`config.mk`:
```
export PLATFORM = sky130hd
export DESIGN_NAME = output_line_packer
export DESIGN_NICKNAME = d
export VERILOG_FILES = /design/src/rtl/output_line_packer.sv
export SDC_FILE = /design/constraint.sdc
export NUM_CORES = 1
export LEC_CHECK = 0
export ABC_AREA = 1
export ABC_CLOCK_PERIOD_IN_PS = 3200
export CAP_MARGIN = 20
export CORE_MARGIN = 3
export CORE_UTILIZATION = 30
export CTS_BUF_LIST = sky130_fd_sc_hd__clkbuf_8
export CTS_CLUSTER_DIAMETER = 50
export DETAILED_ROUTE_END_ITERATION = 8
export DONT_BUFFER_PORTS = 1
export PLACE_DENSITY = 0.46
export SYNTH_ARGS = -nofsm -noshare
export SYNTH_HDL_FRONTEND = slang
export SYNTH_SLANG_ARGS = --single-unit
```
`constraint.sdc`:
```
create_clock -name clock -period 3.2 [get_ports clock]
set_input_delay 0.64 -clock clock [delete_from_list [all_inputs] [get_ports clock]]
set_output_delay 0.64 -clock clock [all_outputs]
set_load 0.1 [all_outputs]
```
`src/rtl/output_line_packer.sv`:
```
// Round-robin packs 32-bit PU words 16 per 512-bit line, one-beat line writes; last accept -> valids next cycle, PACK stalls (pu_ready=0) until both channels handshake.
// Optional OUTPUT_PACKER_PERF_EN adds stall_cycles: WRITE cycles with an asserted valid not ready (saturating).
module output_line_packer #(
  parameter int NUM_PU     = 4,
  parameter int LINE_BYTES = 64
) (
  input  logic                 clock,
  input  logic                 reset,
  input  logic [63:0]          base_addr,
  input  logic                 start,
  input  logic [32*NUM_PU-1:0] pu_word,
  input  logic [NUM_PU-1:0]    pu_valid,
  output logic [NUM_PU-1:0]    pu_ready,
  input  logic [NUM_PU-1:0]    pu_done,
  output logic [63:0]          outputMemAddr,
  output logic                 outputMemAddrValid,
  output logic [7:0]           outputMemAddrLen,
  output logic [15:0]          outputMemAddrId,
  input  logic                 outputMemAddrReady,
  output logic [511:0]         outputMemBlock,
  output logic                 outputMemBlockValid,
  output logic                 outputMemBlockLast,
  input  logic                 outputMemBlockReady,
  output logic [31:0]          words_written,
  output logic                 finished
`ifdef OUTPUT_PACKER_PERF_EN
  ,
  output logic [31:0]          stall_cycles
`endif
);

  localparam int PTR_W = (NUM_PU > 1) ? $clog2(NUM_PU) : 1;
  localparam logic [63:0] LINE_STRIDE = 64'(LINE_BYTES);

  typedef enum logic [1:0] {IDLE, PACK, WRITE, DONE} state_t;

  state_t             state;
  logic [PTR_W-1:0]   ptr;
  logic [PTR_W-1:0]   ptr_nxt;
  logic [PTR_W-1:0]   gnt_idx;
  logic [PTR_W-1:0]   cand;
  logic               gnt_vld;
  logic [31:0]        gnt_word;
  logic [3:0]         word_cnt;
  logic [511:0]       buffer;
  logic [63:0]        base_q;
  logic [63:0]        line_idx;
  logic               flush;
  logic               write_done;

  // First valid PU at or after the round-robin pointer wins.
  always_comb begin
    gnt_vld  = 1'b0;
    gnt_idx  = '0;
    cand     = '0;
    gnt_word = '0;
    pu_ready = '0;
    if (state == PACK) begin
      for (int i = 0; i < NUM_PU; i++) begin
        cand = PTR_W'((int'(ptr) + i) % NUM_PU);
        if (!gnt_vld && pu_valid[cand]) begin
          gnt_vld = 1'b1;
          gnt_idx = cand;
        end
      end
    end
    for (int i = 0; i < NUM_PU; i++) begin
      if (gnt_vld && int'(gnt_idx) == i) begin
        pu_ready[i] = 1'b1;
        gnt_word    = pu_word[32*i +: 32];
      end
    end
  end

  assign ptr_nxt    = (int'(gnt_idx) == NUM_PU - 1) ? '0 : gnt_idx + 1'b1;
  assign write_done = (!outputMemAddrValid || outputMemAddrReady) &&
                      (!outputMemBlockValid || outputMemBlockReady);

  assign outputMemAddrLen   = 8'd0;
  assign outputMemAddrId    = 16'd0;
  assign outputMemBlock     = buffer;
  assign outputMemBlockLast = outputMemBlockValid;

  always_ff @(posedge clock or negedge reset) begin
    if (!reset) begin
      state               <= IDLE;
      ptr                 <= '0;
      word_cnt            <= 4'd0;
      buffer              <= '0;
      base_q              <= 64'd0;
      line_idx            <= 64'd0;
      flush               <= 1'b0;
      outputMemAddr       <= 64'd0;
      outputMemAddrValid  <= 1'b0;
      outputMemBlockValid <= 1'b0;
      words_written       <= 32'd0;
      finished            <= 1'b0;
    end else begin
      case (state)
        IDLE: begin
          if (start) begin
            base_q <= base_addr;
            state  <= PACK;
          end
        end
        PACK: begin
          if (gnt_vld) begin
            for (int k = 0; k < 16; k++) begin
              if (word_cnt == 4'(k)) buffer[32*k +: 32] <= gnt_word;
            end
            word_cnt      <= word_cnt + 4'd1;
            words_written <= words_written + 32'd1;
            ptr           <= ptr_nxt;
            if (word_cnt == 4'd15) begin
              flush               <= 1'b0;
              state               <= WRITE;
              outputMemAddr       <= base_q + line_idx * LINE_STRIDE;
              outputMemAddrValid  <= 1'b1;
              outputMemBlockValid <= 1'b1;
            end
          end else if (&pu_done) begin
            // Unused slots are already zero: the buffer is cleared after every line.
            if (word_cnt != 4'd0) begin
              flush               <= 1'b1;
              state               <= WRITE;
              outputMemAddr       <= base_q + line_idx * LINE_STRIDE;
              outputMemAddrValid  <= 1'b1;
              outputMemBlockValid <= 1'b1;
            end else begin
              state    <= DONE;
              finished <= 1'b1;
            end
          end
        end
        WRITE: begin
          if (outputMemAddrValid && outputMemAddrReady)   outputMemAddrValid  <= 1'b0;
          if (outputMemBlockValid && outputMemBlockReady) outputMemBlockValid <= 1'b0;
          if (write_done) begin
            line_idx <= line_idx + 64'd1;
            word_cnt <= 4'd0;
            buffer   <= '0;
            if (flush) begin
              state    <= DONE;
              finished <= 1'b1;
            end else begin
              state <= PACK;
            end
          end
        end
        default: ;
      endcase
    end
  end

`ifdef OUTPUT_PACKER_PERF_EN
  always_ff @(posedge clock or negedge reset) begin
    if (!reset) begin
      stall_cycles <= 32'd0;
    end else if (state == WRITE &&
                 ((outputMemAddrValid && !outputMemAddrReady) ||
                  (outputMemBlockValid && !outputMemBlockReady)) &&
                 stall_cycles != 32'hFFFF_FFFF) begin
      stall_cycles <= stall_cycles + 32'd1;
    end
  end
`endif

endmodule

```
==> run_results.csv <==
group,metric,value,unit
pwr,peakVddDrop,0.000383,V
clocking,cts_buffer_depth,3,
worst_setup_path,reg2reg_from,"ptr[0]",
worst_hold_path,hold_start,"outputMemAddrReady",
detailed_routing,routed_wl,179000,um
worst_setup_path,reg2regPathDepth,22,
clocking,cts_sinks,742,
logic_synthesis,postSynthAreaPerCell,7.75,um2
worst_setup_path,crit_fanout,8,
global_route,grt_pass1_vias,34300,
worst_setup_path,cp_data_arrival_time,3.11,ns
detailed_routing,top_layer,"met5",
placed_design,placed_area,0.0409,mm2
detailed_routing,wl_met3,16000,um
sta,tightestPinTransition,1.30,ns
clocking,clk_pin_slew_worst_paths,0.05,ns
floorplanning,rows,129,
sta,slew_headroom,0.130,
detailed_routing,vias,34800,
layout,fin_area,0.0457,mm2
worst_setup_path,reg2reg_slack,0.01,ns
worst_setup_path,required,2.56,ns
detailed_routing,wl_per_cell,26.1,um
sta,rsz0062_at_grt,"yes",
layout,instances_no_fill,6840,
floorplanning,die_y,362,um
layout,nFillCells,13200,
global_route,grt_pass1_wl,248000,um
logic_synthesis,synthCells,4906,
clocking,cts_max_level,4,
logic_synthesis,synthesis.area,0.0380,mm2
logic_synthesis,ys_ff_latch,742,
detailed_routing,vias_per_cell,5.09,
layout,area_growth,20.3,%
global_route,antenna_found_initial,17,
logic_synthesis,synthArstFlopShare,1.00,
worst_setup_path,end_kind,"output pin",
clocking,clk_latency,0.93,ns
job,cap_violations,0,
worst_setup_path,crit_path_top_delay_cell,"dfrtp_2",
placed_design,dpl.hpwl,123000,um
clocking,cts_root_buffer,"clkbuf_8",
sta,clock-skew-final,0.0600,ns
worst_hold_path,hp-class,"input pin to register",
worst_hold_path,hold_depth,6,
detailed_routing,ant_nets,0,
worst_setup_path,reg2reg_to,"outputMemBlock[300]",
global_route,grt_max_degree,743,
logic_synthesis,synth-edff-count,0,
layout,register_area,0.0186,mm2
pwr,power-per-cell-area,441,mW/mm2
global_route,track_usage,0.259,
worst_hold_path,whs_endpoint,"outputMemBlockLast",
logic_synthesis,ys_types,46,
detailed_routing,drc,0,
sta,setup_ws,-0.551,ns
pwr,leakage,24.2,nW
sta,slew_violations,0,
floorplanning,fp.coreArea,0.125,mm2
worst_setup_path,critPathLaunchType,"register",
worst_setup_path,crit_top_cell,"nand2_2",
placed_design,io_buffers,0,
worst_setup_path,cp_cell_sequence,"inv_4 > nand2_2 > nand3_2 > nand2_2 > nor2_4 > inv_2 > nor4_4 > nor3_2 > nor2_2 > buf_4 > ha_4 > nand3_4 > buf_6 > clkinvlp_4 > buf_12",
floorplanning,die_w,362,um
placed_design,dp_cells,6467,
detailed_routing,drtIter0Drc,3105,
floorplanning,initial_core_util,0.305,
placed_design,gp_congestion,0.929,
status,status,"finished with violations",
pwr,p_total,0.0202,W
sta,hold_viol_final,0,
detailed_routing,dr.pass1.iters,8,
sta,period_share,1.17,
floorplanning,die_area,0.131,mm2
layout,nets,5352,
clocking,tritoncts,"built",
floorplanning,pin_count,845,
sta,setup_tns,-2.02,ns
sta,fmax,0.267,GHz
logic_synthesis,ys_seq_area_frac,0.489,
sta,period_needed,3.75,ns
logic_synthesis,yosysWarnings,0,
layout,drive_gt1_frac,0.129,
sta,finalSetupViolCount,4,
detailed_routing,wl_met1,71500,um
worst_setup_path,slowest_delay,0.47,ns
detailed_routing,route.met2.wl,83400,um
logic_synthesis,ys.flop_type,"dfrtp_1",
clocking,numCtsBuffers,146,
status,violations,"negative setup slack",
layout,multi_input_area,0.0171,mm2
worst_setup_path,criticalPathCategory,"register to output pin",
global_route,grt-ovfl-total,0,
==> worst max-delay path by stage <==
stage / start / endpoint / slack [ns] / cells past startpoint
final: ptr[0] / pu_ready[2] / -0.55 / 15
after floorplan: pu_valid[1] / pu_ready[1] / -0.004 / 16
after global routing: ptr[0] / pu_ready[1] / -0.76 / 16
after CTS: ptr[0] / pu_ready[2] / -0.68 / 14
after global placement: pu_valid[1] / outputMemBlock[147] / -0.20 / 17
after detailed placement: pu_valid[1] / outputMemBlock[147] / -0.21 / 17
==> critical path, delay by kind of cell (launching register included) <==
| kind | cells | cell delay (ns) |
|---|---|---|
| and+or+nand+nor | 8 | 0.90 |
| buffers and inverters | 6 | 0.74 |
| DFF | 1 | 0.47 |
| adders and majority gates | 1 | 0.13 |
==> cells in the final DEF (no fill, tap or decap), types with 72 or more instances in the layout <==
cell,netlist,final
clkbuf_8,0,176
dfrtp_1,742,739
nand3_2,51,84
a21oi_1,79,79
nand4_1,136,136
buf_4,45,126
nand3_1,624,589
nand2_1,1884,1856
xor2_1,72,72
o21ai_0,112,112
inv_1,346,382
nor2_1,254,235
==> synthesized netlist by cell type, drive strengths merged (4+ instances only) <==
| cell type | instances | area share |
|---|---|---|
| a21boi | 4 | 0.00079 |
| a21oi | 79 | 0.010 |
| and2 | 4 | 0.00072 |
| buf | 164 | 0.028 |
| clkbuf | 121 | 0.012 |
| clkinv | 7 | 0.00069 |
| dfrtp | 742 | 0.49 |
| ha | 70 | 0.023 |
| inv | 366 | 0.036 |
| nand2 | 1931 | 0.19 |
| nand3 | 677 | 0.097 |
| nand4 | 136 | 0.022 |
| nor2 | 256 | 0.026 |
| nor3 | 56 | 0.0075 |
| nor4 | 15 | 0.0025 |
| o21a | 4 | 0.00079 |
| o21ai | 125 | 0.016 |
| o21bai | 9 | 0.0018 |
| or2 | 10 | 0.0016 |
| xnor2 | 42 | 0.0097 |
| xor2 | 72 | 0.017 |
==> metrics by stage <==
step                      worst slack, ns  hold WS (ns)   util
final                              -0.551         0.133  0.366
after global routing               -0.755        0.0938  0.366
after CTS                          -0.683        -0.615  0.360
after detailed placement           -0.209         0.373  0.328
after global placement             -0.195         0.367  0.328
after floorplan                  -0.00365         0.344      -
==> sequential cells by signal, indices dropped and copies added (netlist names), 2 cells and up <==
name / cells
words_written: 32
ptr: 2
outputMemAddr: 64
state: 2
base_q: 64
line_idx: 58
word_cnt: 4
outputMemBlock: 512
==> layer usage <==
layer,up-vias,track usage
met1,17000,0.319
met3,323,0.0861
met2,1454,0.415
met4,6,0.111
met5,-,0
li1,16000,-
==> repair_timing <==
item / 4_1_cts / 5_1_grt
setup buffers: 13 / 4
gates resized for setup: 40 / 93
pin swaps: 7 / 31
gates cloned: 2 / 8
endpoints found under the hold margin: 807 / 55
endpoints found under the setup margin: 36 / 515
hold buffers: 65 / 2
==> power by group <==
| part | internal (W) | switching, W | total [W] |
|---|---|---|---|
| Sequential | 0.00939 | 0.0000130 | 0.00941 |
| Combinational | 0.000105 | 0.000396 | 0.000502 |
| Clock | 0.00550 | 0.00475 | 0.0103 |
==> area by class of cell <==
type | instances | share of cell area
diodes | 11 | 0.000602
clock buffers | 176 | 0.0530
clock inverters | 88 | 0.0146
inverters | 373 | 0.0311
multi-input cells | 3530 | 0.374
flip-flops and latches | 742 | 0.406
well taps | 1637 | 0.0448
repair buffers | 283 | 0.0752
==> logic make-up (layout without fill, tap and decap cells) <==
family | Yosys count | in the layout | share of synthesized area
and+or+nand+nor | 3091 | 3092 | 0.352
DFF | 742 | 742 | 0.489
buffers and inverters | 658 | 920 | 0.0772
AOI/OAI and AO/OA | 229 | 229 | 0.0317
xor gates and xnor gates | 114 | 114 | 0.0263
adders and majority gates | 71 | 71 | 0.0236
other | 1 | 35 | 0.0000987
(Power assumes the default switching activity.)
